==> src/rtl/uart_tx_fifo.sv <==
// Parametrised serial transmitter with a small transmit FIFO.
// Frame: start bit, DATA_BITS payload bits LSB first, optional parity, STOP_BITS stop bits.
// A new frame starts on the edge after the last stop bit whenever the FIFO holds a word.
module uart_tx_fifo #(
  parameter int unsigned CLK_DIV    = 104,
  parameter int unsigned DATA_BITS  = 8,
  parameter int unsigned PARITY     = 0,
  parameter int unsigned STOP_BITS  = 1,
  parameter int unsigned FIFO_DEPTH = 4
) (
  input  logic                          clk,
  input  logic                          rst,
  input  logic [DATA_BITS-1:0]          in_data,
  input  logic                          in_valid,
  output logic                          in_ready,
  output logic                          tx,
  output logic                          busy,
  output logic [$clog2(FIFO_DEPTH):0]   fifo_count
);

  localparam int unsigned PtrW  = $clog2(FIFO_DEPTH);
  localparam int unsigned CntW  = PtrW + 1;
  localparam int unsigned BaudW = $clog2(CLK_DIV);
  localparam int unsigned BitW  = $clog2(DATA_BITS);

  localparam logic [BaudW-1:0] BaudLast = BaudW'(CLK_DIV - 1);
  localparam logic [BitW-1:0]  DataLast = BitW'(DATA_BITS - 1);
  localparam logic [BitW-1:0]  StopLast = BitW'(STOP_BITS - 1);
  localparam logic [CntW-1:0]  CntFull  = CntW'(FIFO_DEPTH);

  typedef enum logic [2:0] {
    StIdle,
    StStart,
    StData,
    StParity,
    StStop
  } state_e;

  // FIFO storage and bookkeeping
  logic [DATA_BITS-1:0] mem_q [FIFO_DEPTH];
  logic [PtrW-1:0]      wr_ptr_q;
  logic [PtrW-1:0]      rd_ptr_q;
  logic [CntW-1:0]      count_q;
  logic                 push;
  logic                 pop;
  logic [DATA_BITS-1:0] head;

  // Transmitter state
  state_e               state_q, state_d;
  logic [BaudW-1:0]     baud_q, baud_d;
  logic [BitW-1:0]      bit_q, bit_d;
  logic [DATA_BITS-1:0] shift_q, shift_d;
  logic                 par_q, par_d;
  logic                 tx_q, tx_d;
  logic                 baud_tc;
  logic                 have_word;

  // in_ready depends only on the registered count, never on in_valid.
  assign in_ready   = (count_q != CntFull);
  assign push       = in_valid && in_ready;
  assign head       = mem_q[rd_ptr_q];
  assign have_word  = (count_q != '0);
  assign baud_tc    = (baud_q == BaudLast);

  assign tx         = tx_q;
  assign busy       = (state_q != StIdle) || have_word;
  assign fifo_count = count_q;

  // FIFO data array; written only on an accepted handshake
  always_ff @(posedge clk) begin
    if (push) begin
      mem_q[wr_ptr_q] <= in_data;
    end
  end

  // FIFO pointers and occupancy; pointers wrap naturally at a power-of-two depth
  always_ff @(posedge clk) begin
    if (rst) begin
      wr_ptr_q <= '0;
      rd_ptr_q <= '0;
      count_q  <= '0;
    end else begin
      if (push) begin
        wr_ptr_q <= wr_ptr_q + 1'b1;
      end
      if (pop) begin
        rd_ptr_q <= rd_ptr_q + 1'b1;
      end
      unique case ({push, pop})
        2'b10:   count_q <= count_q + 1'b1;
        2'b01:   count_q <= count_q - 1'b1;
        default: count_q <= count_q;
      endcase
    end
  end

  // Transmitter next-state: bit sequencing, baud timing and the registered line level
  always_comb begin
    state_d = state_q;
    baud_d  = baud_q;
    bit_d   = bit_q;
    shift_d = shift_q;
    par_d   = par_q;
    tx_d    = tx_q;
    pop     = 1'b0;

    unique case (state_q)
      StIdle: begin
        tx_d = 1'b1;
        if (have_word) begin
          pop = 1'b1;
        end
      end

      StStart: begin
        if (baud_tc) begin
          baud_d  = '0;
          bit_d   = '0;
          state_d = StData;
          tx_d    = shift_q[0];
        end else begin
          baud_d = baud_q + 1'b1;
        end
      end

      StData: begin
        if (baud_tc) begin
          baud_d = '0;
          if (bit_q == DataLast) begin
            bit_d = '0;
            if (PARITY != 0) begin
              state_d = StParity;
              tx_d    = par_q;
            end else begin
              state_d = StStop;
              tx_d    = 1'b1;
            end
          end else begin
            bit_d   = bit_q + 1'b1;
            shift_d = shift_q >> 1;
            tx_d    = shift_q[1];
          end
        end else begin
          baud_d = baud_q + 1'b1;
        end
      end

      StParity: begin
        if (baud_tc) begin
          baud_d  = '0;
          bit_d   = '0;
          state_d = StStop;
          tx_d    = 1'b1;
        end else begin
          baud_d = baud_q + 1'b1;
        end
      end

      StStop: begin
        tx_d = 1'b1;
        if (baud_tc) begin
          baud_d = '0;
          if (bit_q == StopLast) begin
            bit_d = '0;
            // Chain straight into the next frame when one is queued.
            if (have_word) begin
              pop = 1'b1;
            end else begin
              state_d = StIdle;
            end
          end else begin
            bit_d = bit_q + 1'b1;
          end
        end else begin
          baud_d = baud_q + 1'b1;
        end
      end

      default: begin
        state_d = StIdle;
        tx_d    = 1'b1;
      end
    endcase

    // A pop latches the word and its parity and drives the start bit from this edge.
    if (pop) begin
      state_d = StStart;
      baud_d  = '0;
      bit_d   = '0;
      shift_d = head;
      par_d   = (PARITY == 1) ? ~(^head) : (^head);
      tx_d    = 1'b0;
    end
  end

  // Transmitter state register; reset aborts any frame and parks the line high
  always_ff @(posedge clk) begin
    if (rst) begin
      state_q <= StIdle;
      baud_q  <= '0;
      bit_q   <= '0;
      shift_q <= '0;
      par_q   <= 1'b0;
      tx_q    <= 1'b1;
    end else begin
      state_q <= state_d;
      baud_q  <= baud_d;
      bit_q   <= bit_d;
      shift_q <= shift_d;
      par_q   <= par_d;
      tx_q    <= tx_d;
    end
  end

endmodule

==> config.mk <==
export PLATFORM = sky130hd
export DESIGN_NAME = uart_tx_fifo
export DESIGN_NICKNAME = d
export VERILOG_FILES = /design/src/rtl/uart_tx_fifo.sv
export SDC_FILE = /design/constraint.sdc
export NUM_CORES = 1
export LEC_CHECK = 0
export BUFFER_PORTS_ARGS = -buffer_cell sky130_fd_sc_hd__buf_2
export CAP_MARGIN = 20
export CORE_ASPECT_RATIO = 2
export CORE_UTILIZATION = 55
export CTS_CLUSTER_DIAMETER = 30
export CTS_CLUSTER_SIZE = 24
export DETAILED_ROUTE_END_ITERATION = 16
export GPL_TIMING_DRIVEN = 0
export PLACE_DENSITY = 0.73
export SLEW_MARGIN = 20
export SYNTH_ARGS = -nofsm -noshare
export SYNTH_HDL_FRONTEND = slang
export SYNTH_SLANG_ARGS = --single-unit
==> constraint.sdc <==
create_clock -name clk -period 3.24 [get_ports clk]
set_input_delay 0.162 -clock clk [delete_from_list [all_inputs] [get_ports clk]]
set_output_delay 0.162 -clock clk [all_outputs]
set_load 0.01 [all_outputs]
== After elaboration in Yosys (flattened, before gate mapping) ==
Memories as Yosys holds them, arrays and structs flattened. A register that Yosys moved wholly into a read port is not among the register bits.
Cells that the tools add are included.

* $add $sub $neg: 6
* Eq/ne operators: 26
* Mux-type cells: 35
* Bitwise logic cells: 1
* Reductions and logical operators: 18

{| class="wikitable"
|+ Operators with widths
! operator !! number
|-
| $mux 3 || 12
|-
| $mux 8 || 4
|-
| $ne 3x3->1 const B || 8
|-
| $ne 2x2->1 const B || 9
|-
| $reduce_and 8->1 || 2
|-
| $pmux 3 s5 || 1
|-
| $mux 1 || 11
|-
| $pmux 3 s3 || 1
|-
| $reduce_bool 3->1 || 3
|-
| $add 7x1->7 const B || 1
|-
| $eq 7x7->1 const B || 1
|-
| $mux 7 || 1
|-
| $add 3x1->3 const B || 2
|-
| $eq 3x2->1 const B || 2
|-
| $eq 3x3->1 const B || 2
|-
| $logic_not 3->1 || 2
|-
| $pmux 3 s2 || 1
|-
| $reduce_and 3->1 || 2
|-
| $reduce_bool 2->1 || 3
|-
| $add 2x1->2 const B || 2
|-
| $mux 2 || 2
|-
| $reduce_and 4->1 || 1
|-
| $reduce_or 2->1 || 2
|-
| $reduce_or 4->1 || 1
|-
| 10 further kinds || 10
|}

* Register bits after elaboration: 29
* Memory bits (writable): 32
* Bits of input ports: 11
* Memories: 1

{| class="wikitable"
|+ Memory list
! name !! depth !! bits a word !! rd ports !! clocked after Yosys merged registers in !! write ports !! line !! text
|-
| mem_q || 4 || 8 || 1 || 1 || 1 || 40 || <nowiki>logic [DATA_BITS-1:0] mem_q [FIFO_DEPTH];</nowiki>
|}

== Longest topological paths before layout ==
* Word-level depth: 7
* Depth in mapped cells: 13
* Depth with buffers taken out: 12

== Least setup slack after synthesis ==
OpenSTA, ideal clock, no wires.

* Path kind: reg-to-reg
* From: register baud_q[0]
* To: register count_q[2], in the netlist fifo_count[2]
* Setup time: 71 ps
* Arrival: 2478 ps
* Required time: 3169 ps
* Path slack: 692 ps
* Stages on the path, launching flop included: 14
* Clock period less this slack: 2548 ps
* Cells stage by stage: dfxtp_1 > ha_1 > and2_1 > buf_2 > a31oi_4 > or2_0 > buf_2 > inv_1 > ha_1 > inv_1 > fa_1 > xor2_1 > or3_1 > a21oi_1

* Longest elaborated chain between the ends: 5
* Elaborated cells on any way between the ends: 7

{| class="wikitable"
|+ Ends and longest elaborated chain
! item !! line !! text
|-
| start: declaration || 50 || <nowiki>logic [BaudW-1:0] baud_q, baud_d;</nowiki>
|-
| start signal: assignment || 207 || <nowiki>baud_q <= baud_d;</nowiki>
|-
| $eq 7x7->1 * || 63 || <nowiki>assign baud_tc = (baud_q == BaudLast);</nowiki>
|-
| $mux 1 * || 161 || <nowiki>if (baud_tc) begin</nowiki>
|-
| $pmux 1 s2 * || 107 || <nowiki>unique case (state_q)</nowiki>
|-
| $eq 2x1->1 or $eq 2x2->1 (tied branches) || 89 || <nowiki>unique case ({push, pop})</nowiki>
|-
| $pmux 3 s2 or $reduce_bool 2->1 (tied branches) || n/a ||
|-
| end signal: assignment || 90 || <nowiki>2'b10: count_q <= count_q + 1'b1;</nowiki>
|-
| end signal: assignment || 91 || <nowiki>2'b01: count_q <= count_q - 1'b1;</nowiki>
|-
| end signal: assignment || 92 || <nowiki>default: count_q <= count_q;</nowiki>
|-
| end: declaration || 43 || <nowiki>logic [CntW-1:0] count_q;</nowiki>
|}

Mark *: on every way between the ends. The rest lies on a longest branch, timed or not.
A chain may end at the register's enable or synchronous reset.

== Worst setup path in the final report ==
Same ends and word-level chain as after synthesis.

==> results.py <==
metrics = {
    "outcome": {
        "status": "finished, final reports clean",
    },
    "worst_setup_path": {
        "rr_endpoint": "fifo_count[2]",
        "worst_setup_path_end_kind": "flop",
        "rr_startpoint": "baud_q[0]",
        "cp.required_ns": 3.52,
        "path_max_fanout": 9,
        "ff2ff_path_depth": 13,
        "arrival_ns": 3.17,
        "critPathSlowestCell": "dfxtp_1",
        "rrSetupSlack_ns": 0.34,
        "critPathKind": "reg -> reg",
        "cp-start-kind": "flop",
        "crit_chain": "ha_1 -> and2_1 -> buf_2 -> a31oi_4 -> or2_0 -> buf_2 -> inv_1 -> ha_1 -> inv_1 -> fa_1 -> xor2_1 -> or3_1 -> a21oi_1",
        "max_stage_delay_ns": 0.39,
    },
    "synth": {
        "ys_types": 49,
        "synth-compound-area-share": 0.123,
        "ys_warn_count": 0,
        "synth_top_cell_by_area": "edfxtp_1",
        "synth_top_family_by_area": "simple AND/OR/NAND/NOR gates",
        "synth_nets": 270,
        "synth_edf_count": 32,
        "synth_flop_cell": "edfxtp_1",
        "synth_commonest_cells": "32 x edfxtp_1, 31 x dfxtp_1, 19 x inv_1",
        "synth_fa_ha_area_frac": 0.0455,
        "avgSynthCellArea_um2": 11.7,
        "yosys-top-cells-area": "edfxtp_1 33%, dfxtp_1 21%, mux4_2 6.2%, ha_1 3.9%, a21oi_1 3.1%",
        "seq_area_frac_synth": 0.543,
        "synth_cells": 249,
        "syn_area_um2": 2910,
        "synth.most_common_cell": "edfxtp_1",
        "synthMuxAreaShare": 0.0722,
        "synth_xor_area_frac": 0.0241,
        "synth.top_cell.area_share": 0.330,
        "yosys.area_share.simple": 0.138,
        "synth_seq_cells": 63,
        "async_reset_ff_frac": 0,
    },
    "clock_tree": {
        "cts-root-buf": "clkbuf_8",
        "cts_made_buffers": 9,
        "cts_max_level": 3,
        "insertion_delay_ns": 0.35,
        "clkSinkCount": 63,
        "cts_tree": "built",
        "post_cts_resized": 0,
        "cts_max_path_buffers": 2,
        "clk_pin_slew_worst_paths_ns": 0.07,
        "cts_setup_buffers": 0,
        "hold_buffers": 0,
    },
    "finish": {
        "synthToLayoutAreaGrowth_pct": 11.7,
        "fin_nets": 297,
        "fill_cells": 423,
        "diodes": 0,
        "drive_gt1_frac": 0.214,
    },
    "timing": {
        "finalSetupTns_ns": 0,
        "period_share": 0.894,
        "hold_viol": 0,
        "setup-violations-final": 0,
        "relSlewSlack": 0.650,
        "worst_pin_slew_ns": 0.525,
        "post-route-min-period_ns": 2.90,
        "fin_worst_skew_ns": 0.00685,
        "rsz0062_at_grt": "false",
        "drv_slew": 0,
        "max_freq_ghz": 0.345,
    },
    "power_and_ir_drop": {
        "p_per_area_nw_per_um2": 714,
        "ir_drop_v": 0.000472,
        "cellLeakagePower_uw": 0.00120,
        "total_power_uw": 2320,
    },
    "floorplan": {
        "start_util": 0.567,
        "die_y_um": 105,
        "num_rows": 37,
        "ioPinCount": 17,
        "die_w_um": 53.5,
        "dieArea_um2": 5610,
        "fp.coreArea_um2": 5140,
    },
    "routing": {
        "vias": 1984,
        "antenna_left": 0,
        "wl_um": 5500,
        "vias_per_cell": 5.85,
        "drc": 0,
        "first_pass_iters": 4,
        "wl_per_cell_um": 16.2,
        "drt_iter0_markers": 62,
    },
    "place": {
        "hpwl_um": 3950,
        "gp_routability_congestion": 0.834,
        "port_buffers": 16,
    },
    "hold_path": {
        "hold_path_class": "in -> reg",
        "worstHoldEndpoint": "mem_q[2][3]",
        "min-delay-start": "in_data[3]",
        "whs_path_depth": 1,
    },
    "grt": {
        "track_usage": 0.228,
        "grt_pass1_wl_um": 8760,
        "grt_pass1_vias": 1975,
        "grt_overflow_total": 0,
        "grt_start_max_net_pins": 12,
        "antenna_found_initial": 0,
    },
    "job": {
        "maxCapViolations": 0,
    },
}
[power breakdown]
| group | internal [uW] | switching, uW | total (uW) |
|---|---|---|---|
| registers | 968 | 62.9 | 1030 |
| clock network | 347 | 299 | 647 |
| logic | 284 | 362 | 646 |
| total | 1600 | 724 | 2320 |
[state kept, by name, indices dropped and copies added (netlist names), named ones only]
name	flops
baud_q	7
bit_q	3
wr_ptr_q	2
rd_ptr_q	2
mem_q	32
fifo_count	3
shift_q	8
state_q	3
tx	1
[stage by stage]
step                      utilization  std cells  worst slack (ns)  cell area (um^2)  hold WS (ns)
after floorplan                     -        249             0.692              2910         0.241
after global placement          0.597        323             0.393              3070         0.372
after detailed placement        0.597        323             0.359              3070         0.377
after CTS                       0.633        339             0.317              3250        0.0106
after global routing            0.633        339             0.103              3250        0.0101
final                           0.633        339             0.345              3250        0.0250
[how the worst max path moves through the flow]
stage	start	end	slack, ns	cells past startpoint
floorplan	baud_q[0]	fifo_count[2]	0.69	13
global placement	baud_q[0]	fifo_count[2]	0.39	13
detailed placement	baud_q[0]	fifo_count[2]	0.36	13
CTS	baud_q[0]	fifo_count[2]	0.32	13
global route	baud_q[0]	fifo_count[2]	0.10	13
finish	baud_q[0]	fifo_count[2]	0.34	13
[layout make-up]
class / count / area (um^2) / share of cell area
plain buffers: 16 / 86.3 / 0.0265
clock buffers: 9 / 124 / 0.0381
flip-flops and latches: 63 / 1580 / 0.486
multi-input cells: 151 / 1170 / 0.361
inverters: 19 / 71.3 / 0.0219
clock inverters: 7 / 63.8 / 0.0196
repair buffers: 16 / 80.1 / 0.0246
well taps: 58 / 72.6 / 0.0223
[routing by layer]
layer / GRT usage / wire, um
met5: 0 / 0
met2: 0.405 / 3070
met4: 0.124 / 160
met3: 0.0815 / 179
met1: 0.207 / 2090
[worst max-delay path, delay by kind of cell, from the launching register on]
kind	cells	cell delay (ns)
adder cells (fa/ha/maj)	3	0.78
AND/OR/NAND/NOR	3	0.66
buffers and inverters	4	0.51
flip-flops	1	0.39
AO/OA/AOI/OAI	2	0.31
XOR/XNOR	1	0.16
[kinds of logic (layout without fill, tap and decap cells)]
| kind of cell | Yosys count | after routing |
|---|---|---|
| AND/OR/NAND/NOR | 69 | 69 |
| flip-flops | 63 | 63 |
| AO/OA/AOI/OAI | 53 | 53 |
| buffers and inverters | 35 | 67 |
| multiplexers | 11 | 11 |
| adder cells (fa/ha/maj) | 10 | 10 |
| XOR/XNOR | 8 | 8 |
[layout by cell type, fill, tap and decap left out, drive strengths merged, types with 9 or more instances in the layout]
cell type / n
clkbuf: 14
dfxtp: 31
buf: 27
ha: 9
nor2: 10
edfxtp: 32
o21ai: 9
nor3: 11
inv: 19
a21oi: 18
Note: power is estimated with default switching activity, not from simulation.
